[src/rtl/tcp_rx_ack_proc.sv]
// tcp_rx_ack_proc: receive-side ACK/window/payload processing for one TCP flow
// per transaction. Reads the flow's RX and TX state, computes the updated RX
// state, writes it back, optionally commits in-order payload and issues one
// scheduler update command.
//
// Optional feature macro: TCP_RX_FAST_RT_EN (duplicate-ACK counting and fast
// retransmit). Undefined: dup_cnt is always written as 0 and rt_pend is NOP.
//
// Handshakes: a transfer happens on a rising clk edge where val and rdy are
// both 1. Once val is raised it stays high, with its payload/command held
// stable, until that transfer. rx_state_wr_req_val is a one-cycle strobe with
// no ready.

`ifndef FLAGS_W
`define FLAGS_W 8
`endif

package tcp_rx_ack_proc_pkg;
  localparam int FLOWID_W         = 4;
  localparam int TX_PAYLOAD_PTR_W = 11;

  // TCP flag bit positions inside rx_pkt_flags
  localparam int FLAG_FIN = 0;
  localparam int FLAG_SYN = 1;
  localparam int FLAG_RST = 2;
  localparam int FLAG_ACK = 4;

  typedef enum logic [1:0] {
    SCHED_NOP = 2'd0,
    SCHED_SET = 2'd1,
    SCHED_CLR = 2'd2
  } sched_op_e;

  typedef struct packed {
    logic [31:0] ack_num;
    logic [7:0]  dup_cnt;
  } ack_state_struct;

  typedef struct packed {
    ack_state_struct our_ack_state;
    logic [31:0]     their_ack_num;
    logic [15:0]     their_win_size;
    logic [15:0]     our_win_size;
  } smol_rx_state_struct;

  typedef struct packed {
    logic [31:0] our_seq_num;
  } smol_tx_state_struct;

  typedef struct packed {
    logic [FLOWID_W-1:0] flowid;
    sched_op_e           ack_pend;
    sched_op_e           data_pend;
    sched_op_e           rt_pend;
    logic [31:0]         ack_timestamp;
    logic [31:0]         rt_timestamp;
  } sched_cmd_struct;
endpackage

module tcp_rx_ack_proc
  import tcp_rx_ack_proc_pkg::*;
#(
  parameter int RD_LAT         = 1,
  parameter int DUP_ACK_THRESH = 3
) (
  input  logic                        clk,
  input  logic                        rst,
  input  logic                        rx_pkt_val,
  output logic                        rx_pkt_rdy,
  input  logic [FLOWID_W-1:0]         rx_pkt_flowid,
  input  logic [31:0]                 rx_pkt_seq_num,
  input  logic [31:0]                 rx_pkt_ack_num,
  input  logic [`FLAGS_W-1:0]         rx_pkt_flags,
  input  logic [15:0]                 rx_pkt_window,
  input  logic [TX_PAYLOAD_PTR_W:0]   rx_pkt_payload_len,
  output logic [FLOWID_W-1:0]         rx_state_rd_req_addr,
  input  smol_rx_state_struct         rx_state_rd_resp_data,
  output logic [FLOWID_W-1:0]         tx_state_rd_req_addr,
  input  smol_tx_state_struct         tx_state_rd_resp_data,
  output logic                        rx_state_wr_req_val,
  output logic [FLOWID_W-1:0]         rx_state_wr_req_addr,
  output smol_rx_state_struct         rx_state_wr_req_data,
  output logic                        payload_commit_val,
  input  logic                        payload_commit_rdy,
  output logic [TX_PAYLOAD_PTR_W:0]   payload_commit_len,
  output logic                        sched_update_val,
  input  logic                        sched_update_rdy,
  output sched_cmd_struct             sched_update_cmd,
  output logic [2:0]                  dbg_state_o
);

  typedef enum logic [2:0] {
    S_IDLE    = 3'd0,
    S_RD_WAIT = 3'd1,
    S_CALC    = 3'd2,
    S_WRITE   = 3'd3,
    S_COMMIT  = 3'd4,
    S_SCHED   = 3'd5
  } state_e;

  state_e state_q, state_d;

  logic                      rdy_q;
  logic [1:0]                rd_cnt_q;
  logic                      rd_last;
  logic [FLOWID_W-1:0]       flowid_q;
  logic [31:0]               seq_q;
  logic [31:0]               ack_q;
  logic                      ack_f_q;
  logic                      ctl_f_q;
  logic [15:0]               win_q;
  logic [TX_PAYLOAD_PTR_W:0] len_q;
  smol_rx_state_struct       rx_q;
  smol_tx_state_struct       tx_q;
  smol_rx_state_struct       new_rx_q, new_rx_d;
  logic                      accept_q, accept_d;
  logic                      new_ack_q, new_ack_d;
  logic                      fast_rt_q, fast_rt_d;
  logic [31:0]               ack_adv;
  logic [31:0]               outstanding;
  logic                      pkt_fire;

  assign pkt_fire = (state_q == S_IDLE) && rx_pkt_val && rdy_q;
  assign rd_last  = (rd_cnt_q == 2'(RD_LAT - 1));

  // State register; rdy is registered so it stays low throughout reset
  always_ff @(posedge clk or negedge rst) begin
    if (!rst) begin
      state_q <= S_IDLE;
      rdy_q   <= 1'b0;
    end else begin
      state_q <= state_d;
      rdy_q   <= (state_d == S_IDLE);
    end
  end

  // Next-state logic: one packet walks the full state sequence
  always_comb begin
    state_d = state_q;
    case (state_q)
      S_IDLE:    if (pkt_fire) state_d = S_RD_WAIT;
      S_RD_WAIT: if (rd_last) state_d = S_CALC;
      S_CALC:    state_d = S_WRITE;
      S_WRITE:   state_d = accept_q ? S_COMMIT : S_SCHED;
      S_COMMIT:  if (payload_commit_rdy) state_d = S_SCHED;
      S_SCHED:   if (sched_update_rdy) state_d = S_IDLE;
      default:   state_d = S_IDLE;
    endcase
  end

  // Capture registers: packet fields, read responses and computed results
  always_ff @(posedge clk or negedge rst) begin
    if (!rst) begin
      rd_cnt_q  <= '0;
      flowid_q  <= '0;
      seq_q     <= '0;
      ack_q     <= '0;
      ack_f_q   <= 1'b0;
      ctl_f_q   <= 1'b0;
      win_q     <= '0;
      len_q     <= '0;
      rx_q      <= '0;
      tx_q      <= '0;
      new_rx_q  <= '0;
      accept_q  <= 1'b0;
      new_ack_q <= 1'b0;
      fast_rt_q <= 1'b0;
    end else begin
      if (pkt_fire) begin
        flowid_q <= rx_pkt_flowid;
        seq_q    <= rx_pkt_seq_num;
        ack_q    <= rx_pkt_ack_num;
        ack_f_q  <= rx_pkt_flags[FLAG_ACK];
        ctl_f_q  <= rx_pkt_flags[FLAG_SYN] | rx_pkt_flags[FLAG_FIN] |
                    rx_pkt_flags[FLAG_RST];
        win_q    <= rx_pkt_window;
        len_q    <= rx_pkt_payload_len;
      end
      rd_cnt_q <= (state_q == S_RD_WAIT) ? rd_cnt_q + 2'd1 : 2'd0;
      if ((state_q == S_RD_WAIT) && rd_last) begin
        rx_q <= rx_state_rd_resp_data;
        tx_q <= tx_state_rd_resp_data;
      end
      if (state_q == S_CALC) begin
        new_rx_q  <= new_rx_d;
        accept_q  <= accept_d;
        new_ack_q <= new_ack_d;
        fast_rt_q <= fast_rt_d;
      end
    end
  end

  // ACK / window / payload rules, evaluated from the latched packet and state
  always_comb begin
    ack_adv     = ack_q - rx_q.our_ack_state.ack_num;
    outstanding = tx_q.our_seq_num - rx_q.our_ack_state.ack_num;
    new_ack_d   = ack_f_q && (ack_adv != 32'd0) && (ack_adv <= outstanding);
    accept_d    = (len_q != '0) && !ctl_f_q && (seq_q == rx_q.their_ack_num) &&
                  (16'(len_q) <= rx_q.our_win_size);
    fast_rt_d   = 1'b0;
    new_rx_d    = rx_q;
    if (ack_f_q) new_rx_d.their_win_size = win_q;
    if (new_ack_d) new_rx_d.our_ack_state.ack_num = ack_q;
`ifdef TCP_RX_FAST_RT_EN
    if (new_ack_d) begin
      new_rx_d.our_ack_state.dup_cnt = 8'd0;
    end else if (ack_f_q && (ack_q == rx_q.our_ack_state.ack_num) &&
                 (len_q == '0) && (win_q == rx_q.their_win_size) &&
                 (tx_q.our_seq_num != rx_q.our_ack_state.ack_num)) begin
      // duplicate ACK: count up, saturating, and fire once at the threshold
      if (rx_q.our_ack_state.dup_cnt < 8'(DUP_ACK_THRESH)) begin
        new_rx_d.our_ack_state.dup_cnt = rx_q.our_ack_state.dup_cnt + 8'd1;
        fast_rt_d = (rx_q.our_ack_state.dup_cnt + 8'd1 == 8'(DUP_ACK_THRESH));
      end else begin
        new_rx_d.our_ack_state.dup_cnt = 8'(DUP_ACK_THRESH);
      end
    end else if (ack_f_q) begin
      new_rx_d.our_ack_state.dup_cnt = 8'd0;
    end
`else
    new_rx_d.our_ack_state.dup_cnt = 8'd0;
`endif
    if (accept_d) new_rx_d.their_ack_num = rx_q.their_ack_num + 32'(len_q);
  end

  // Flag bits that carry no meaning for this block
  logic unused_sig;
`ifdef TCP_RX_FAST_RT_EN
  assign unused_sig = ^{rx_pkt_flags[`FLAGS_W-1:5], rx_pkt_flags[3]};
`else
  assign unused_sig = ^{rx_pkt_flags[`FLAGS_W-1:5], rx_pkt_flags[3],
                        rx_q.our_ack_state.dup_cnt, 8'(DUP_ACK_THRESH)};
`endif

  // Outputs are decoded from the state and the held capture registers
  always_comb begin
    rx_pkt_rdy                     = rdy_q;
    rx_state_rd_req_addr           = flowid_q;
    tx_state_rd_req_addr           = flowid_q;
    rx_state_wr_req_val            = (state_q == S_WRITE);
    rx_state_wr_req_addr           = flowid_q;
    rx_state_wr_req_data           = new_rx_q;
    payload_commit_val             = (state_q == S_COMMIT);
    payload_commit_len             = len_q;
    sched_update_val               = (state_q == S_SCHED);
    sched_update_cmd               = '0;
    sched_update_cmd.flowid        = flowid_q;
    sched_update_cmd.ack_pend      = (len_q != '0) ? SCHED_SET : SCHED_NOP;
    sched_update_cmd.data_pend     = new_ack_q ? SCHED_SET : SCHED_NOP;
    sched_update_cmd.rt_pend       = fast_rt_q ? SCHED_SET : SCHED_NOP;
    dbg_state_o                    = state_q;
  end

endmodule
[config.mk]
export PLATFORM = sky130hd
export DESIGN_NAME = tcp_rx_ack_proc
export DESIGN_NICKNAME = d
export VERILOG_FILES = /design/src/rtl/tcp_rx_ack_proc.sv
export SDC_FILE = /design/constraint.sdc
export NUM_CORES = 1
export LEC_CHECK = 0
export CAP_MARGIN = 25
export CORE_MARGIN = 1
export CORE_UTILIZATION = 30
export CTS_CLUSTER_SIZE = 14
export DETAILED_ROUTE_END_ITERATION = 16
export RECOVER_POWER = 100
export SYNTH_ARGS = -nofsm -noshare
export SYNTH_HDL_FRONTEND = slang
export SYNTH_SLANG_ARGS = --single-unit
[constraint.sdc]
create_clock -name clk -period 7.1 [get_ports clk]
set_input_delay 1.775 -clock clk [delete_from_list [all_inputs] [get_ports clk]]
set_output_delay 1.775 -clock clk [all_outputs]
set_load 0.005 [all_outputs]
==> out/summary.log, run 1 <==
qor: floorplan.std_cell_rows 92
qor: place.total_placed_instance_area 0.0236 mm^2
qor: floorplan.die_area 0.0656 mm^2
qor: sta.layout_worst_path_cycle_share 0.862
qor: cts.cts_setup_buffers 0
qor: run.max_cap_viol_count 11
qor: sta.final-setup-viol-count 0
qor: sta.fin_worst_skew 0.0284 ns
qor: synthesis.ys.flop_type sky130_fd_sc_hd__dfrtp_1
qor: setup_path.setup.reg_to_reg.worst_slack 0.98 ns
qor: sta.slew_headroom -1.58
qor: cells_and_area.area_delta_synth_final 27.8%
qor: floorplan.start_util 0.305
qor: cts.cts-resized-gates 0
qor: floorplan.chipWidth 256 um
qor: synthesis.netlist_instances 1910
qor: routing.detailroute.via_count 15200
qor: routing.detail_route.iter0.violations 837
qor: setup_path.worst_ep_arrival 6.52 ns
qor: cells_and_area.final_cell_mix sky130_fd_sc_hd__dfrtp_1 (330), sky130_fd_sc_hd__clkdlybuf4s50_1 (216), sky130_fd_sc_hd__nand2_1 (201), sky130_fd_sc_hd__mux2_2 (175), sky130_fd_sc_hd__dlygate4sd3_1 (148)
qor: setup_path.critPathLaunchType register
qor: synthesis.synth_async_sr_flop_share 1.00
qor: cts.clk_root_buffer_cell sky130_fd_sc_hd__clkbuf_16
qor: global_route.grt_use_total 0.177
qor: cts.worst_skew_pair.late_latency 0.56 ns
qor: setup_path.setup.worst_path.class reg2reg
qor: sta.clock.fmax 0.163 GHz
qor: sta.finalHoldViolations 0
qor: cells_and_area.design_area 0.0248 mm^2
qor: setup_path.cp_max_fo 75
qor: place.io_buffer_count 365
qor: cts.numCtsBuffers 39
qor: cts.htree_num_levels 2
qor: global_route.grt_max_degree 150
qor: sta.period_needed 6.12 ns
qor: routing.drt_wl_total 58.9 mm
qor: synthesis.postSynthAreaPerCell 10.1 um^2
qor: pwr.pwr_density_cell 599 mW/mm^2
qor: sta.unrepaired_setup_endpoints_after_global_routing no
qor: sta.fin_setup_tns 0 ns
qor: routing.routed_via_density 4.89
qor: synthesis.seq_area_frac_synth 0.426
qor: cts.cts_hold_buffers 0
qor: cells_and_area.final_common_cell sky130_fd_sc_hd__dfrtp_1
qor: cts.numClockSinks 330
qor: synthesis.synth_cell_type_count 70
qor: cells_and_area.design.final.nets 2607
qor: synthesis.post_synth_instance_area 0.0194 mm^2
qor: cts.path_clk_slew 0.06 ns
qor: routing.routedWlPerCell 18.9 um
qor: setup_path.critical_path.endpoint_type register
qor: pwr.total_leakage_power 11.3 nW
qor: setup_path.timing.critical_path.required 7.50 ns
qor: sta.timing_max_transition_violations_final 789
qor: min_path.hold_path_class reg2reg
qor: routing.drtPass1Iterations 5
qor: floorplan.die_height 256 um
qor: synthesis.yosys_warnings 0
qor: place.place_congestion 0.862
qor: global_route.grt_remaining_overflow 0
qor: run_status.failed_checks capacitance limit, slew limit
qor: routing.post-route-drc-count 0
qor: global_route.vias_in_the_first_global_route 15800
qor: global_route.grt_first_pass_wirelength 91.5 mm
qor: place.hpwl 43.7 mm
qor: floorplan.fp.coreArea 0.0634 mm^2
qor: pwr.ir_drop 0.409 mV
qor: cells_and_area.drive_gt1_frac 0.116
qor: synthesis.number_of_register_bits_inferred_by_synthesis 330
qor: floorplan.ports_placed_on_the_boundary 454
qor: global_route.number_of_antenna_violations_at_the_first_check_in_global_routing 11
qor: synthesis.synth_enable_flop_cells 0
qor: sta.fin_hold_ws 0.471 ns
qor: cts.clk_path_buf_depth 3
qor: sta.worst_slew_pin_slew 3.86 ns
qor: routing.antenna_violating_nets_post_route 0
qor: cts.tritoncts built
qor: run_status.run_status finished, violations left
[worst max-delay path, cell delays in order, from the launching register on]
cell	delay, ns
sky130_fd_sc_hd__dfrtp_1	0.54
sky130_fd_sc_hd__nor3b_1	0.36
sky130_fd_sc_hd__and2_0	1.54
sky130_fd_sc_hd__clkbuf_1	2.74
sky130_fd_sc_hd__nand2_1	0.43
sky130_fd_sc_hd__o21ai_0	0.21
[layout make-up]
type,instances,area [um^2]
diodes,4,10.0
clock buffers,54,1090
clock inverters,15,191
fillers,6214,38700
inverters,80,300
multi-input cells,1410,10100
flip-flops and latches,330,8260
well taps,846,1060
repair buffers,379,3720
[per-stage QoR]
stage                     setup slack [ns]  cells  utilization  total power, mW
after floorplan                       1.73   1985            -             9.88
after global placement                1.09   3045        0.371             12.6
after detailed placement              1.06   3045        0.371             12.9
after CTS                            0.995   3114        0.392             15.0
after global routing                 0.355   3117        0.390             16.1
final                                0.978   3118        0.390             14.8
[cell usage after synthesis (8+ instances only)]
master                     count  area (um^2)
sky130_fd_sc_hd__dfrtp_1     330         8260
sky130_fd_sc_hd__nand2_1     201          754
sky130_fd_sc_hd__mux2_2      177         1990
sky130_fd_sc_hd__o21ai_0     121          606
sky130_fd_sc_hd__ha_1        119         1490
sky130_fd_sc_hd__buf_4        89          668
sky130_fd_sc_hd__nor2_1       88          330
sky130_fd_sc_hd__a21oi_1      86          430
sky130_fd_sc_hd__inv_1        80          300
sky130_fd_sc_hd__clkbuf_1     67          251
sky130_fd_sc_hd__xor2_1       61          534
sky130_fd_sc_hd__nand3_1      60          300
sky130_fd_sc_hd__mux2i_1      58          581
sky130_fd_sc_hd__xnor2_1      54          473
sky130_fd_sc_hd__a21o_1       50          375
sky130_fd_sc_hd__a211o_1      36          315
sky130_fd_sc_hd__nand4_1      22          138
sky130_fd_sc_hd__and3_1       15         93.8
sky130_fd_sc_hd__nor2b_1      13         81.3
sky130_fd_sc_hd__nor3_1       11         55.1
sky130_fd_sc_hd__nor4_1       11         68.8
sky130_fd_sc_hd__o21a_1       11         82.6
sky130_fd_sc_hd__and2_1       10         62.6
sky130_fd_sc_hd__nand2b_1     10         62.6
sky130_fd_sc_hd__o21bai_1     10         75.1
sky130_fd_sc_hd__o31ai_1       9         67.6
sky130_fd_sc_hd__or2_2         8         50.1
[logic make-up (layout without fill, tap and decap cells)]
family | Yosys count | in the layout | share of synthesized area
xor gates and xnor gates | 115 | 115 | 0.0520
muxes | 236 | 236 | 0.133
AOI/OAI and AO/OA | 384 | 384 | 0.128
and+or+nand+nor | 477 | 477 | 0.114
buffers and inverters | 245 | 528 | 0.0659
other | 1 | 80 | 0.000194
DFF | 330 | 330 | 0.426
adders and majority gates | 122 | 122 | 0.0800
[state kept, by name, indices dropped and copies added (netlist names)]
name	cells
accept_q	1
ack_f_q	1
ack_q	32
ctl_f_q	1
dbg_state_o	3
new_ack_q	1
new_rx_d	16
payload_commit_len	12
rd_cnt_q	2
rx_pkt_rdy	1
rx_q	80
rx_state_rd_req_addr	4
rx_state_wr_req_data	96
seq_q	32
tx_q	32
win_q	16
[path summary, 6_finish.rpt]
| path | start | end | depth (start not counted) |
|---|---|---|---|
| min in group asynchronous | rst | rx_q[46] | 1 |
| min | rx_state_wr_req_data[58] | rx_state_wr_req_data[58] | 2 |
| min reg2reg | rx_state_wr_req_data[58] | rx_state_wr_req_data[58] | 2 |
| max reg2reg | dbg_state_o[0] | rx_q[80] | 5 |
| max in group asynchronous | rst | rx_q[18] | 2 |
| max | dbg_state_o[0] | rx_q[80] | 5 |
[layer usage]
layer,track usage,vias to the layer above,routed length (um)
met1,0.215,7455,24900
met5,0,-,83
met2,0.309,410,29000
met3,0.0419,105,3360
li1,-,7264,-
met4,0.0511,12,1600
[report_power, final]
group / internal, mW / switching [mW]
registers: 2.84 / 0.802
logic: 4.20 / 4.96
clock network: 1.19 / 0.837
total: 8.23 / 6.60
Power figures use the tool's default switching activity.
==> inputs of run 2 (changes only) <==
--- a/config.mk
+++ b/config.mk
@@ -10,6 +10,7 @@
 export CORE_UTILIZATION = 30
 export CTS_CLUSTER_SIZE = 14
 export DETAILED_ROUTE_END_ITERATION = 16
+export DONT_BUFFER_PORTS = 1
 export RECOVER_POWER = 100
 export SYNTH_ARGS = -nofsm -noshare
 export SYNTH_HDL_FRONTEND = slang
==> run 2 against run 1 <==
The flow still finishes with violations (capacitance limit, slew limit); first-iteration DRC count down 8.6%; final area fell by 15%; global-route usage down 0.95 points; worst setup slack got worse by 0.46 ns; critical path depth is 20 higher; worst hold slack gained 0.022 ns; critical endpoint is now rx_state_wr_req_data[72].
==> out/summary.log, run 2 (synthesis gave the netlist of run 1 again) <==
qor: min_path.hold_path_class reg2reg
qor: cells_and_area.largest_register_ff_count 96
qor: cts.numClockSinks 330
qor: pwr.ir_drop 0.425 mV
qor: cells_and_area.final_common_cell sky130_fd_sc_hd__dfrtp_1
qor: floorplan.fp.coreArea 0.0634 mm^2
qor: sta.period_needed 6.58 ns
qor: sta.layout_worst_path_cycle_share 0.927
qor: pwr.total_leakage_power 9.72 nW
qor: cells_and_area.design.final.nets 2240
qor: global_route.grt_use_total 0.167
qor: pwr.pwr_density_cell 670 mW/mm^2
qor: floorplan.start_util 0.305
qor: setup_path.timing.critical_path.required 7.59 ns
qor: routing.antenna_violating_nets_post_route 0
qor: cts.cts_hold_buffers 0
qor: cells_and_area.final_cell_mix sky130_fd_sc_hd__dfrtp_1 (330), sky130_fd_sc_hd__nand2_1 (201), sky130_fd_sc_hd__mux2_2 (177), sky130_fd_sc_hd__o21ai_0 (121), sky130_fd_sc_hd__ha_1 (119)
qor: floorplan.chipWidth 256 um
qor: cells_and_area.area_delta_synth_final 9.14%
qor: sta.final-setup-viol-count 0
qor: sta.unrepaired_setup_endpoints_after_global_routing no
qor: sta.fin_setup_tns 0 ns
qor: cells_and_area.final_core_util 0.333
qor: routing.detailroute.via_count 13900
qor: global_route.vias_in_the_first_global_route 14200
qor: routing.detail_route.iter0.violations 765
qor: sta.worst_slew_pin_slew 3.80 ns
qor: cts.worst_skew_pair.late_latency 0.58 ns
qor: sta.clock.fmax 0.152 GHz
qor: floorplan.die_height 256 um
qor: place.place_congestion 0.856
qor: routing.drt_wl_total 55.6 mm
qor: run.max_cap_viol_count 7
qor: routing.routed_via_density 5.05
qor: run_status.failed_checks capacitance limit, slew limit
qor: cells_and_area.drive_gt1_frac 0.139
qor: setup_path.cp_max_fo 46
qor: global_route.grt_remaining_overflow 0
qor: routing.post-route-drc-count 0
qor: cts.tritoncts built
qor: routing.drtPass1Iterations 7
qor: setup_path.slowest_stage sky130_fd_sc_hd__o31ai_4
qor: cts.htree_num_levels 2
qor: global_route.grt_first_pass_wirelength 85.7 mm
qor: sta.finalHoldViolations 0
qor: sta.fin_worst_skew 0.0319 ns
qor: setup_path.critical_path.endpoint_type register
qor: cts.cts_setup_buffers 0
qor: place.hpwl 41.1 mm
qor: cts.cts-resized-gates 0
qor: cts.clk_path_buf_depth 3
qor: routing.routedWlPerCell 20.2 um
qor: setup_path.critPathLaunchType register
qor: run_status.run_status finished, violations left
qor: cts.clk_root_buffer_cell sky130_fd_sc_hd__clkbuf_16
qor: setup_path.setup.worst_path.class reg2reg
qor: floorplan.ports_placed_on_the_boundary 454
qor: floorplan.std_cell_rows 92
qor: cts.numCtsBuffers 40
qor: place.io_buffer_count 0
qor: sta.slew_headroom -1.53
qor: setup_path.worst_ep_arrival 7.08 ns
qor: sta.timing_max_transition_violations_final 399
qor: cts.path_clk_slew 0.06 ns
qor: floorplan.die_area 0.0656 mm^2
qor: setup_path.critPathMaxStageDelay 0.76 ns
qor: global_route.grt_max_degree 331
qor: global_route.number_of_antenna_violations_at_the_first_check_in_global_routing 13
qor: cells_and_area.fill_cells 6401
[run 2: power breakdown]
group / switching (mW) / total [mW] / internal [mW]
Clock: 0.851 / 2.04 / 1.19
Sequential: 0.960 / 3.80 / 2.84
Combinational: 4.66 / 8.33 / 3.67
[run 2: layout make-up]
class | instances | area, um^2 | area share
inverter | 80 | 300 | 0.0142
multi-input combinational | 1410 | 10100 | 0.479
antenna | 5 | 12.5 | 0.000592
sequential | 330 | 8260 | 0.391
clock inverter | 12 | 140 | 0.00663
tap | 846 | 1060 | 0.0501
timing repair buffer | 11 | 67.6 | 0.00320
clock buffer | 59 | 1170 | 0.0555
[run 2: path summary, 6_finish.rpt]
| check | start | end | slack (ns) | cells past startpoint |
|---|---|---|---|---|
| worst max-delay path | rx_q[72] | rx_state_wr_req_data[72] | 0.52 | 25 |
| worst min-delay path | ctl_f_q | ctl_f_q | 0.49 | 2 |
| worst max register to register | rx_q[72] | rx_state_wr_req_data[72] | 0.52 | 25 |
| worst min register to register | ctl_f_q | ctl_f_q | 0.49 | 2 |
| max in group asynchronous | rst | ack_q[6] | 5.74 | 0 |
| min in group asynchronous | rst | rx_q[45] | 0.90 | 0 |
[run 2: stage by stage]
step / power (mW) / worst slack (ns) / cells / instance area (um^2) / hold slack [ns]
floorplan: 9.88 / 1.73 / 1985 / 19600 / 0.447
global placement: 11.9 / 0.782 / 2677 / 19900 / 0.473
detailed placement: 12.1 / 0.696 / 2677 / 19900 / 0.479
CTS: 14.2 / 0.634 / 2748 / 21200 / 0.491
global route: 15.4 / 0.201 / 2752 / 21100 / 0.508
finish: 14.2 / 0.516 / 2753 / 21100 / 0.492
[run 2: layer usage]
layer	GRT usage	up-vias	share of wire
li1	-	6488	-
met1	0.198	6863	0.41
met2	0.292	426	0.50
met3	0.0454	103	0.065
met4	0.0529	16	0.028
met5	0	-	0.0017
[run 2: critical path: cells and delay by family (launching register included)]
kind            cells  cell delay [ns]
fa+ha+maj           3             0.95
simple gates        4             0.51
xor+xnor            1             0.15
mux                 1             0.39
flops               1             0.42
compound gates     15             3.71
buf+inv             1             0.33
==> inputs of run 3 (changes only) <==
--- a/config.mk
+++ b/config.mk
@@ -5,12 +5,14 @@
 export SDC_FILE = /design/constraint.sdc
 export NUM_CORES = 1
 export LEC_CHECK = 0
+export ABC_AREA = 0
 export CAP_MARGIN = 25
-export CORE_MARGIN = 1
+export CORE_MARGIN = 2
 export CORE_UTILIZATION = 30
 export CTS_CLUSTER_SIZE = 14
 export DETAILED_ROUTE_END_ITERATION = 16
 export DONT_BUFFER_PORTS = 1
+export HOLD_SLACK_MARGIN = 0.05
 export RECOVER_POWER = 100
 export SYNTH_ARGS = -nofsm -noshare
 export SYNTH_HDL_FRONTEND = slang
==> run 3 against run 2 <==
The flow still finishes with violations (capacitance limit, slew limit); global-route usage fell by 0.16 points; flip-flop and latch count did not move; routed wire length rose by 1.7%; non-clock buffer count did not move; clock power fell by 2%; clock-buffer cell count fell by 3; critical path depth did not move; sequential share of layout area rose by 0.053 points; worst setup slack improved by 0.10 ns; register-to-register slack improved by 0.10 ns; sequential power barely moved.
==> out/summary.log, run 3 (synthesis gave the netlist of run 1 again) <==
qor: cts.clk_path_buf_depth 3
qor: cells_and_area.largest_register_ff_count 96
qor: min_path.holdCritStartpoint new_rx_d[14]
qor: cells_and_area.area_delta_synth_final 8.99%
qor: sta.worst_case_setup_margin_in_the_final_layout 0.616 ns
qor: routing.drt_wl_total 56.6 mm
qor: place.post-place-ws 0.709 ns
qor: global_route.vias_in_the_first_global_route 14400
qor: run_status.run_status finished, violations left
qor: min_path.min_delay_path_depth 2
qor: routing.drtPass1Iterations 7
qor: place.io_buffer_count 0
qor: cells_and_area.final_common_cell sky130_fd_sc_hd__dfrtp_1
qor: cts.path_clk_slew 0.06 ns
qor: run_status.failed_checks capacitance limit, slew limit
qor: cells_and_area.layoutNonFillerInstCount 2758
qor: setup_path.critPathLaunchType register
qor: routing.routedWlPerCell 20.5 um
qor: cts.worst_skew_pair.late_latency 0.55 ns
qor: routing.antenna_violating_nets_post_route 0
qor: floorplan.die_area 0.0666 mm^2
qor: setup_path.setup.reg_to_reg.worst_slack 0.62 ns
qor: setup_path.setup.worst_path.class reg2reg
qor: cts.numCtsBuffers 39
qor: sta.worst_slew_pin_slew 4.80 ns
qor: sta.layout_worst_path_cycle_share 0.913
qor: floorplan.start_util 0.302
qor: cells_and_area.drive_gt1_frac 0.138
qor: pwr.p_seq_frac 0.269
qor: pwr.power_switching_share 0.459
qor: setup_path.r2r.worst_path.cells 25
qor: pwr.pwr_density_cell 673 mW/mm^2
qor: setup_path.critPathMaxStageDelay 0.68 ns
qor: cells_and_area.area_of_the_multi_input_gates 0.0101 mm^2
qor: setup_path.slowest_stage sky130_fd_sc_hd__o31ai_4
qor: cells_and_area.area.sequential 0.00826 mm^2
qor: floorplan.fp.coreArea 0.0641 mm^2
qor: routing.detailroute.via_count 14000
qor: cts.clk_root_buffer_cell sky130_fd_sc_hd__clkbuf_16
qor: pwr.power_frac_comb 0.591
qor: setup_path.worst_r2r_startpoint rx_q[72]
qor: floorplan.ports_placed_on_the_boundary 454
qor: sta.clock.fmax 0.154 GHz
qor: global_route.grt_first_pass_wirelength 86.3 mm
qor: setup_path.cp_max_fo 27
qor: cts.cts_hold_buffers 0
qor: setup_path.critical_path.endpoint_type register
qor: cells_and_area.fill_cells 6535
qor: setup_path.regToRegEndpoint rx_state_wr_req_data[97]
qor: setup_path.timing.critical_path.required 7.57 ns
qor: sta.finalHoldViolations 0
qor: pwr.total_leakage_power 9.70 nW
qor: place.place_congestion 0.883
qor: cells_and_area.final_core_util 0.329
qor: place.dpl.cell_count 2686
qor: global_route.grt_max_degree 331
qor: sta.unrepaired_setup_endpoints_after_global_routing no
qor: routing.post-route-drc-count 0
qor: place.hpwl 41.9 mm
qor: floorplan.die_height 258 um
qor: floorplan.std_cell_rows 93
qor: pwr.intPower 7.70 mW
qor: global_route.grt_use_total 0.166
qor: global_route.number_of_antenna_violations_at_the_first_check_in_global_routing 11
qor: min_path.hold_path_class reg2reg
qor: min_path.whs_endpoint rx_state_wr_req_data[14]
qor: pwr.clock_power_share 0.140
qor: cts.numClockSinks 330
qor: routing.routed_via_density 5.08
qor: floorplan.chipWidth 258 um
qor: sta.slew_headroom -2.20
qor: sta.fin_hold_ws 0.500 ns
qor: cts.htree_num_levels 2
qor: cells_and_area.design.final.nets 2239
qor: cts.tritoncts built
qor: sta.final-setup-viol-count 0
qor: setup_path.worst-path-buf-inv 1
qor: cts.cts-resized-gates 0
qor: cells_and_area.final_cell_mix sky130_fd_sc_hd__dfrtp_1 (330), sky130_fd_sc_hd__nand2_1 (201), sky130_fd_sc_hd__mux2_2 (177), sky130_fd_sc_hd__o21ai_0 (121), sky130_fd_sc_hd__ha_1 (119)
qor: pwr.ir_drop 0.276 mV
qor: sta.fin_worst_skew 0.0217 ns
qor: routing.detail_route.iter0.violations 686
qor: pwr.p_switching 6.52 mW
qor: setup_path.path_delay_family compound AO/OA/AOI/OAI gates
qor: global_route.grt_remaining_overflow 0
qor: sta.fin_setup_tns 0 ns
qor: sta.timing_max_transition_violations_final 300
qor: sta.period_needed 6.48 ns
qor: cts.cts_setup_buffers 0
qor: run.max_cap_viol_count 5
qor: setup_path.worst_ep_arrival 6.96 ns
## run 3: changes by cell type in the layout (fill, tap and decap cells not counted)
| cell | before | now |
|---|---|---|
| sky130_fd_sc_hd__buf_4 | 2 | 5 |
| sky130_fd_sc_hd__bufinv_16 | 1 | 2 |
| sky130_fd_sc_hd__clkbuf_1 | 15 | 14 |
| sky130_fd_sc_hd__clkbuf_2 | 2 | 0 |
| sky130_fd_sc_hd__clkbuf_8 | 10 | 7 |
| sky130_fd_sc_hd__clkinv_16 | 1 | 0 |
| sky130_fd_sc_hd__clkinv_2 | 4 | 3 |
| sky130_fd_sc_hd__clkinv_8 | 0 | 1 |
| sky130_fd_sc_hd__clkinvlp_4 | 3 | 2 |
| sky130_fd_sc_hd__inv_16 | 1 | 0 |
| sky130_fd_sc_hd__inv_6 | 0 | 1 |
## run 3: power groups by stage
stage	clock, mW	combinational [mW]	sequential [mW]
after floorplan	0	6.49	3.39
after global placement	0	8.06	3.83
after detailed placement	0	8.29	3.85
after CTS	2.05	8.35	3.83
after global routing	2.12	9.44	3.93
final	1.99	8.40	3.82
## run 3: worst max path at each step
stage / startpoint / end / slack [ns] / cells after the start
6_report: rx_q[72] / rx_state_wr_req_data[97] / 0.62 / 25
2_1_floorplan: rx_q[72] / rx_state_wr_req_data[72] / 1.73 / 25
3_5_place_dp: rx_q[72] / rx_state_wr_req_data[72] / 0.71 / 25
4_1_cts: rx_q[72] / rx_state_wr_req_data[72] / 0.66 / 25
3_3_place_gp: rx_q[72] / rx_state_wr_req_data[72] / 0.74 / 25
5_1_grt: rx_q[72] / rx_state_wr_req_data[72] / 0.12 / 25
## run 3: per-stage QoR
step                      cell area [um^2]  total power [mW]
after floorplan                      19600              9.88
after global placement               19900              11.9
after detailed placement             19900              12.1
after CTS                            21100              14.2
after global routing                 21100              15.5
final                                21100              14.2
## run 3: layout make-up
class | count | area share
multi-input cells | 1410 | 0.480
inverters | 80 | 0.0142
repair buffers | 11 | 0.00362
flip-flops and latches | 330 | 0.391
diodes | 5 | 0.000593
well taps | 855 | 0.0507
clock inverters | 11 | 0.00628
clock buffers | 56 | 0.0536
## run 3: layer usage
metal | global-route usage | routed length (um) | vias to the layer above
met5 | 0 | 80 | -
met4 | 0.0641 | 1860 | 12
met3 | 0.0431 | 3620 | 102
met2 | 0.287 | 27900 | 434
met1 | 0.196 | 23100 | 6957
li1 | - | - | 6503
## run 3: worst reg2reg max path: cells and delay by family, from the launching register on
family	cells	cell delay (ns)
AOI/OAI and AO/OA	16	3.67
xor gates and xnor gates	1	0.17
adders and majority gates	3	0.97
buffers and inverters	1	0.45
DFF	1	0.44
muxes	1	0.22
and+or+nand+nor	3	0.50
